==> src/rtl/exe_sequencer.sv <==
// Execute-stage controller: accepts one decoded instruction at a time, steers it to
// the ALU, branch or data-move unit, sequences loads and counts retirements.
module exe_sequencer #(
  parameter int unsigned REG_ADDR_W = 5,
  parameter int unsigned LOAD_WAIT  = 1
) (
  input  logic                  clk,
  input  logic                  reset,
  input  logic                  issue_valid,
  output logic                  issue_ready,
  input  logic [1:0]            issue_class,
  input  logic [2:0]            issue_opcode,
  input  logic [REG_ADDR_W-1:0] issue_rd,
  input  logic [31:0]           alu_y,
  input  logic                  br_taken,
  input  logic [31:0]           br_target,
  input  logic [31:0]           mem_rdata,
  output logic                  alu_en,
  output logic                  br_en,
  output logic                  dm_en,
  output logic [2:0]            unit_opcode,
  output logic                  mem_we,
  output logic                  rf_we,
  output logic [REG_ADDR_W-1:0] rf_waddr,
  output logic [31:0]           rf_wdata,
  output logic                  pc_load,
  output logic [31:0]           pc_target,
  output logic                  illegal,
  output logic                  busy,
  output logic [31:0]           retire_cnt
);

  localparam int unsigned CNT_W = 4;

  localparam logic [1:0] CLS_ALU = 2'b00;
  localparam logic [1:0] CLS_BR  = 2'b01;
  localparam logic [1:0] CLS_DM  = 2'b10;

  localparam logic [2:0] OP_STORE  = 3'b000;
  localparam logic [2:0] OP_LOAD   = 3'b011;
  localparam logic [2:0] OP_BR_BAD = 3'b111;

  typedef enum logic [1:0] {
    IDLE     = 2'b00,
    EXEC     = 2'b01,
    MEM_WAIT = 2'b10,
    WB       = 2'b11
  } state_t;

  state_t                  state_q, state_d;
  logic [1:0]              cls_q;
  logic [2:0]              op_q;
  logic [REG_ADDR_W-1:0]   rd_q;
  logic [CNT_W-1:0]        cnt_q, cnt_d;
  logic                    illegal_q;
  logic [31:0]             retire_q;

  logic                    transfer;
  logic                    legal;
  logic                    retire;
  logic                    rd_nonzero;

  assign issue_ready = (state_q == IDLE) && !reset;
  assign transfer    = issue_valid && issue_ready;
  assign rd_nonzero  = (rd_q != '0);

  // Legality of the instruction currently offered by the decoder
  always_comb begin
    legal = 1'b0;
    case (issue_class)
      CLS_ALU: legal = 1'b1;
      CLS_BR:  legal = (issue_opcode != OP_BR_BAD);
      CLS_DM:  legal = (issue_opcode == OP_STORE) || (issue_opcode == OP_LOAD);
      default: legal = 1'b0;
    endcase
  end

  // Next-state and unit-control decode
  always_comb begin
    state_d  = state_q;
    cnt_d    = cnt_q;
    alu_en   = 1'b0;
    br_en    = 1'b0;
    dm_en    = 1'b0;
    mem_we   = 1'b0;
    rf_we    = 1'b0;
    rf_wdata = '0;
    pc_load  = 1'b0;
    retire   = 1'b0;

    case (state_q)
      IDLE: begin
        if (transfer && legal) state_d = EXEC;
      end

      EXEC: begin
        state_d = IDLE;
        case (cls_q)
          CLS_ALU: begin
            alu_en   = 1'b1;
            rf_we    = rd_nonzero;
            rf_wdata = alu_y;
            retire   = 1'b1;
          end
          CLS_BR: begin
            br_en   = 1'b1;
            pc_load = br_taken;
            retire  = 1'b1;
          end
          CLS_DM: begin
            dm_en = 1'b1;
            if (op_q == OP_LOAD) begin
              cnt_d   = CNT_W'(LOAD_WAIT);
              state_d = MEM_WAIT;
            end else begin
              mem_we = 1'b1;
              retire = 1'b1;
            end
          end
          default: state_d = IDLE;
        endcase
      end

      MEM_WAIT: begin
        dm_en = 1'b1;
        cnt_d = CNT_W'(cnt_q - CNT_W'(1));
        if (cnt_q == CNT_W'(1)) state_d = WB;
      end

      WB: begin
        dm_en    = 1'b1;
        rf_we    = rd_nonzero;
        rf_wdata = mem_rdata;
        retire   = 1'b1;
        state_d  = IDLE;
      end

      default: state_d = IDLE;
    endcase
  end

  // State, latched instruction fields, load wait counter and retire counter
  always_ff @(posedge clk) begin
    if (reset) begin
      state_q   <= IDLE;
      cls_q     <= '0;
      op_q      <= '0;
      rd_q      <= '0;
      cnt_q     <= '0;
      illegal_q <= 1'b0;
      retire_q  <= '0;
    end else begin
      state_q   <= state_d;
      cnt_q     <= cnt_d;
      illegal_q <= transfer && !legal;
      if (transfer) begin
        cls_q <= issue_class;
        op_q  <= issue_opcode;
        rd_q  <= issue_rd;
      end
      if (retire) retire_q <= retire_q + 32'd1;
    end
  end

  assign unit_opcode = op_q;
  assign rf_waddr    = rd_q;
  assign pc_target   = br_target;
  assign illegal     = illegal_q;
  assign busy        = (state_q != IDLE);
  assign retire_cnt  = retire_q;

endmodule

==> config.mk <==
export PLATFORM = sky130hd
export DESIGN_NAME = exe_sequencer
export DESIGN_NICKNAME = d
export VERILOG_FILES = /design/src/rtl/exe_sequencer.sv
export SDC_FILE = /design/constraint.sdc
export NUM_CORES = 1
export LEC_CHECK = 0
export ABC_AREA = 1
export CORE_ASPECT_RATIO = 0.7
export CORE_UTILIZATION = 39
export DETAILED_ROUTE_END_ITERATION = 6
export PLACE_DENSITY = 0.95
export SYNTH_ARGS = -nofsm -noshare
export SYNTH_HDL_FRONTEND = slang
export SYNTH_SLANG_ARGS = --single-unit
==> constraint.sdc <==
create_clock -name clk -period 3.17 [get_ports clk]
set_clock_uncertainty 0.15 [all_clocks]
set_input_delay 0.317 -clock clk [delete_from_list [all_inputs] [get_ports clk]]
set_output_delay 0.317 -clock clk [all_outputs]
set_load 0.05 [all_outputs]
Word level (Yosys, flattened, before mapping)
Index checks and enable logic that the tools add are counted.

cells by class
  add/subtract/negate cells = 2
  eq/ne operators = 15
  multiplexer cells = 26
  reductions and logical operators = 18

operators with widths
  kind                                                                    number
  32-bit case mux with 2 select lines                                     1
  32-bit by 1-bit adder with 32-bit output (second input constant)        1
  32-bit two-way mux                                                      1
  1-bit two-way mux                                                       11
  2-bit equality test (second input constant)                             4
  2-bit two-way mux                                                       4
  4-bit two-way mux                                                       2
  1-bit case mux with 2 select lines                                      4
  2-bit case mux with 4 select lines                                      1
  4-bit case mux with 2 select lines                                      1
  2-bit by 1-bit equality test with 1-bit output (second input constant)  3
  3-bit by 2-bit equality test with 1-bit output (second input constant)  2
  2-bit logical NOT                                                       3
  2-bit inequality test (second input constant)                           3
  5-bit nonzero test                                                      1
  4-bit by 1-bit equality test with 1-bit output (second input constant)  1
  1-bit logical AND                                                       4
  2-bit nonzero test                                                      2
  2-bit OR reduction                                                      2
  4-bit by 1-bit subtractor with 4-bit output (second input constant)     1
  3-bit logical NOT                                                       1
  3-bit inequality test (second input constant)                           1
  1-bit case mux with 3 select lines                                      1
  3-bit AND reduction                                                     1
  other kinds (4)                                                         5

storage, ports and cells
  register bits = 49
  input bits = 110
  output and inout bits = 113
  logic and storage cells = 68

Logic depth before layout (Yosys ltp)
Gate-level depths: netlist (run 1).

  depth after elaboration = 6
  mapped depth = 10
  depth with buffers taken out = 10

Worst setup path after synthesis (run 1)
OpenSTA, ideal clock, no wires.

  path type = register -> output
  from = register with a tool-made name
  to = output pc_load
  arrival = 2.264 ns
  required time = 2.703 ns
  path slack = 0.439 ns
  stages on the path, launching flop included = 6
  path buffers = 1
  cells stage by stage = dfxtp_1 -> buf_2 -> inv_2 -> nand2_2 -> nor3_1 -> and2_1

RTL lines
  element        line  RTL
  end, declared  26    output logic pc_load,

Worst setup path after layout (run 1)
  from = register state_q[0]
  to = output mem_we

between the ends
  longest elaborated chain between the ends = 2

RTL lines
  element                                         line  RTL
  start, declared                                 50    state_t state_q, state_d;
  start signal, assigned                          153   state_q <= state_d;
  2-bit by 1-bit equality test with 1-bit output  91    case (state_q)
  1-bit two-way mux                               91
  end, declared                                   22    output logic mem_we,

Every way passes these cells.

==> flow_summary.json, run 1 <==
{
  "worstSetupStartpointType": "register",
  "rsz0062_at_grt": "no",
  "power_mw": 1.51,
  "power.density_mw_per_mm2": 295,
  "fill_cells": 616,
  "num_rows": 27,
  "grt_max_degree": 38,
  "ys_types": 34,
  "synth_compound_gate_area_share_pct": 14.7,
  "dieArea_mm2": 0.00869,
  "die_y_um": 78.3,
  "drc": 12,
  "timing.slew.headroom_pct": 39.5,
  "first_pass_iters": 7,
  "power_frac_seq_pct": 42.5,
  "period_needed_ps": 2610,
  "synth_top_family_by_area": "simple AND/OR/NAND/NOR gates",
  "drive_gt1_share_pct": 12.2,
  "hold_viol_final": 0,
  "yosysMostFrequentCell": "nor2_1",
  "synth_seq_area_share_pct": 30.3,
  "postCtsHoldBufs": 0,
  "fin_tns_setup_ps": 0,
  "clockPowerShare_pct": 37.2,
  "syn_to_final_growth_pct": 58.1,
  "status": "finished, violations left",
  "portBuffers": 158,
  "hp-class": "reg -> reg",
  "synthCells": 496,
  "nets": 726,
  "overflow": 0,
  "core_area_mm2": 0.00797,
  "grt_pass1_wl_mm": 17.2,
  "maxSlewViolCount": 0,
  "synth_top_cell_by_area": "dfxtp_1",
  "p_int_mw": 1.11,
  "cts_setup_buffers": 0,
  "fmax_mhz": 383,
  "leakagePower_nw": 1.90,
  "cp-end-kind": "output pin",
  "synth-async-reset-ratio_pct": 0,
  "place_ws_ps": 875,
  "routed_wl_mm": 10.8,
  "muxShareOfSynthArea_pct": 0,
  "antenna_found_initial": 0,
  "cts_max_path_buffers": 2,
  "num_vias": 3756,
  "cts-resized-gates": 0,
  "clk_pin_slew_worst_paths_ps": 60,
  "die_x_um": 111,
  "root_buffer": "clkbuf_16",
  "diodes": 0,
  "synth_commonest_cells": "91 x nor2_1, 89 x nand2_1, 49 x dfxtp_1",
  "vdd_drop_max_mv": 0.208,
  "final_cells": 715,
  "worst_pin_slew_ps": 908,
  "path_class": "reg -> out",
  "vias_per_cell": 5.25,
  "grt_pass1_vias": 3531,
  "pwr-share-comb_pct": 20.3,
  "synth_area_mm2": 0.00324,
  "synth_fa_ha_area_share_pct": 1.16,
  "synth_edf_count": 0,
  "drt-initial-drc-count": 238,
  "synth-simple-area-share_pct": 36.0,
  "pin_count": 223,
  "cts.sinks": 49,
  "critPathRequiredTime_ps": 2700,
  "clock_latency_ps": 280,
  "worstPathMaxFanout": 4,
  "synth_seq_cells": 49,
  "synth_area_per_cell_um2": 6.54,
  "routedWlPerCell_um": 15.1,
  "synthFlopType": "dfxtp_1",
  "syn-num-nets": 609,
  "dp_cells": 707,
  "detail-route-antenna-nets": 0,
  "setup_ws_ps": 560,
  "ys_top_cells_by_area": "dfxtp_1 30%, nor2_1 11%, nand2_1 10%, buf_4 8.1%, a22oi_1 7.4%",
  "routabilityCongestion": 0.887,
  "htreeDepth": 2,
  "grt_usage_pct": 24.4,
  "timing.final.crit_share_pct": 82.3,
  "start_util_pct": 40.7,
  "failed_checks": "DRC",
  "cts_inserted_buffers": 5,
  "cts_tree": "built",
  "setup_violations": 0,
  "switching_share_pct": 26.8,
  "switchingPower_uw": 405,
  "ys_warn_count": 0,
  "maxCapViolCount": 0,
  "synth-xor-area-share_pct": 1.62,
  "synth_top_area_share_pct": 30.3,
  "dp_hpwl_mm": 8.44,
  "worst_ep_arrival_time_ps": 2140
}
## critical path, cell delays in order (launching register included)
cell and delay (ps):
dfxtp_1 420, nand2_2 120, nor3_1 280, inv_1 100
nor2_1 120, clkdlybuf4s50_1 820
## state kept, by name, summed over array words and instances, names as in the netlist, named ones only
| signal | count |
|---|---|
| rf_waddr | 5 |
| state_q | 1 |
| illegal | 1 |
| cnt_q | 4 |
| unit_opcode | 3 |
| retire_cnt | 32 |
| cls_q | 2 |
## metrics by stage
step	hold slack, ps	util (%)	cell area (um^2)
floorplan	236	-	3240
global placement	310	62.3	4970
detailed placement	329	62.3	4970
CTS	340	64.3	5120
global route	361	64.3	5120
finish	340	64.3	5120
## layout make-up
class | instances | area [um^2] | area share, %
Multi-Input combinational cell | 344 | 1740 | 33.9
Clock buffer | 7 | 153 | 2.98
Inverter | 52 | 195 | 3.81
Tap cell | 101 | 126 | 2.47
Clock inverter | 1 | 5.00 | 0.0977
Timing Repair Buffer | 161 | 1930 | 37.6
Sequential cell | 49 | 981 | 19.1
## layer usage
| metal | up-vias | wire, um | global-route usage, % |
|---|---|---|---|
| li1 | 1822 | - | - |
| met1 | 1752 | 4640 | 30.4 |
| met2 | 162 | 5250 | 41.7 |
| met3 | 20 | 727 | 5.56 |
| met4 | 0 | 191 | 8.36 |
| met5 | - | 0 | 0 |
## power groups by stage
stage	logic [mW]	clock network, mW	registers, mW
5_1_grt	0.324	0.599	0.644
2_1_floorplan	0.215	0	0.690
3_3_place_gp	0.297	0	0.655
6_report	0.306	0.563	0.642
3_5_place_dp	0.304	0	0.655
4_1_cts	0.305	0.568	0.642
## layout by cell type, fill, tap and decap left out, types with 20 or more instances in the layout
master / n
buf_12: 33
nand3_1: 34
a21oi_1: 20
inv_1: 48
a22oi_1: 32
dfxtp_1: 49
nand2_1: 89
nor2_1: 91
clkdlybuf4s50_1: 123
## final timing paths
kind,startpoint,end,slack (ps),cells past startpoint
max,state_q[0],mem_we,560,5
max reg2reg,register,retire_cnt[28],850,8
min reg2reg,cnt_q[3],cnt_q[3],340,2
min,cnt_q[3],cnt_q[3],340,2
## logic make-up (layout without fill, tap and decap cells)
kind of cell	Yosys count	after routing
flops	49	49
xor+xnor	6	6
buf+inv	103	221
fa+ha+maj	3	3
simple gates	261	261
compound gates	74	74
Power figures use the tool's default switching activity.
==> run 2, diff against run 1 <==
--- a/config.mk
+++ b/config.mk
@@ -7,9 +7,9 @@
 export LEC_CHECK = 0
 export ABC_AREA = 1
 export CORE_ASPECT_RATIO = 0.7
-export CORE_UTILIZATION = 39
+export CORE_UTILIZATION = 36
 export DETAILED_ROUTE_END_ITERATION = 6
-export PLACE_DENSITY = 0.95
+export PLACE_DENSITY = 0.91
 export SYNTH_ARGS = -nofsm -noshare
 export SYNTH_HDL_FRONTEND = slang
 export SYNTH_SLANG_ARGS = --single-unit
==> constraint.sdc (replaced) <==
create_clock -name clk -period 2.6 [get_ports clk]
set_clock_uncertainty 0.15 [all_clocks]
set_input_delay 0.26 -clock clk [delete_from_list [all_inputs] [get_ports clk]]
set_output_delay 0.26 -clock clk [all_outputs]
set_load 0.05 [all_outputs]
==> flow_summary.json, run 2 (synthesis results as in run 1) <==
{
  "worstSetupStartpointType": "register",
  "mostFrequentLayoutCell": "clkdlybuf4s50_1",
  "cts_inserted_buffers": 5,
  "num_rows": 28,
  "start_util_pct": 37.8,
  "first_pass_iters": 5,
  "fin_util_pct": 60.5,
  "htreeDepth": 2,
  "crit_slowest_cell": "dfxtp_1",
  "clock_latency_ps": 290,
  "nets": 728,
  "cts.sinks": 49,
  "timing.final.crit_share_pct": 91.3,
  "core_area_mm2": 0.00858,
  "fmax_mhz": 421,
  "rrSetupSlack_ps": 550,
  "detail-route-antenna-nets": 0,
  "grt_pass1_vias": 3478,
  "diodes": 0,
  "setup_violations": 0,
  "drc": 0,
  "hold_viol_final": 0,
  "portBuffers": 158,
  "mostFrequentLayoutCells": "118 x clkdlybuf4s50_1, 91 x nor2_1, 89 x nand2_1, 49 x dfxtp_1, 48 x inv_1",
  "dieArea_mm2": 0.00939,
  "busiest_layer": "met2",
  "status": "completed",
  "use_met2_pct": 35.2,
  "vdd_drop_max_mv": 0.272,
  "critPathRequiredTime_ps": 2190,
  "slowest_delay_ps": 410,
  "pwr-share-comb_pct": 21.2,
  "drive_gt1_share_pct": 13.2,
  "fill_cells": 757,
  "ff_latch_area_um2": 981,
  "syn_to_final_growth_pct": 60.1,
  "path_cells": "nand2_2, nor2_4, buf_4, a22oi_1, nor2_1, buf_12",
  "leakagePower_nw": 1.92,
  "largest_reg_flops": 32,
  "worst_ep_arrival_time_ps": 1960,
  "clockPowerShare_pct": 35.5,
  "multi_input_area_mm2": 0.00174,
  "hp-class": "reg -> reg",
  "rsz0062_at_grt": "no",
  "power_frac_seq_pct": 43.2,
  "grt_use_met1_pct": 32.1,
  "fin_tns_setup_ps": 0,
  "timing.slew.headroom_pct": 58.7,
  "path_class": "reg -> out",
  "pin_count": 223,
  "overflow": 0,
  "num_vias": 3777,
  "period_needed_ps": 2370,
  "die_x_um": 115,
  "grt_max_degree": 38,
  "worstPathMaxFanout": 25,
  "routed_wl_mm": 11.3,
  "clk_pin_slew_worst_paths_ps": 60,
  "switching_share_pct": 26.8,
  "worst_pin_slew_ps": 619,
  "maxCapViolCount": 0,
  "routabilityCongestion": 0.890,
  "cts_setup_buffers": 0,
  "grt_usage_pct": 23.3,
  "drt-initial-drc-count": 292,
  "cts_max_path_buffers": 2,
  "grt_pass1_wl_mm": 17.0,
  "met3_usage_pct": 6.04,
  "antenna_found_initial": 0,
  "postCtsHoldBufs": 0,
  "p_int_mw": 1.33,
  "cp-end-kind": "output pin",
  "die_y_um": 81.4,
  "cts_tree": "built",
  "vias_per_cell": 5.14,
  "maxSlewViolCount": 0,
  "switchingPower_uw": 485,
  "dp_hpwl_mm": 9.06,
  "root_buffer": "clkbuf_16",
  "power.density_mw_per_mm2": 349,
  "cts-resized-gates": 0,
  "routedWlPerCell_um": 15.4
}
run 2: changes by cell type in the layout (fill, tap and decap cells not counted):
cell and delta:
nor3_1 -1, buf_4 +3, buf_12 +4, clkinv_2 -1
clkbuf_8 -1, nor3_2 +1, clkbuf_1 +1, clkdlybuf4s50_1 -5
run 2: layout make-up:
cell class / instances / area share, %
inverters: 52 / 3.76
repair buffers: 163 / 38.2
well taps: 120 / 2.89
flip-flops and latches: 49 / 18.9
multi-input cells: 344 / 33.5
clock buffers: 7 / 2.75
run 2: critical path: cells and delay by family (launching register included):
kind	cells	cell delay [ps]
buffers and inverters	2	510
flip-flops	1	410
AND/OR/NAND/NOR	3	580
AO/OA/AOI/OAI	1	160
run 2: path summary, 6_finish.rpt:
kind	depth (start not counted)	end	from
worst max-delay path	6	rf_wdata[29]	state_q[0]
worst min-delay path	2	rf_waddr[1]	rf_waddr[1]
worst max register to register	6	rf_waddr[1]	state_q[0]
worst min register to register	2	rf_waddr[1]	rf_waddr[1]
run 2: power by group through the flow:
stage | Clock (mW) | Combinational [mW] | Sequential (mW)
finish | 0.644 | 0.385 | 0.784
global placement | 0 | 0.373 | 0.799
floorplan | 0 | 0.262 | 0.841
global route | 0.683 | 0.408 | 0.784
detailed placement | 0 | 0.382 | 0.799
CTS | 0.652 | 0.383 | 0.783
run 2: routing by layer:
layer	share of wire (%)	wire length (um)
met5	0	0
met4	1.9	221
met3	7.2	817
met2	46	5180
met1	45	5120
run 2: metrics by stage:
step	hold slack (ps)	power (mW)	setup slack (ps)	std cells	cell area, um^2
floorplan	179	1.10	155	496	3250
global placement	312	1.17	609	728	5050
detailed placement	321	1.18	541	728	5050
CTS	333	1.82	232	735	5190
global route	355	1.88	101	735	5190
finish	334	1.81	227	735	5190
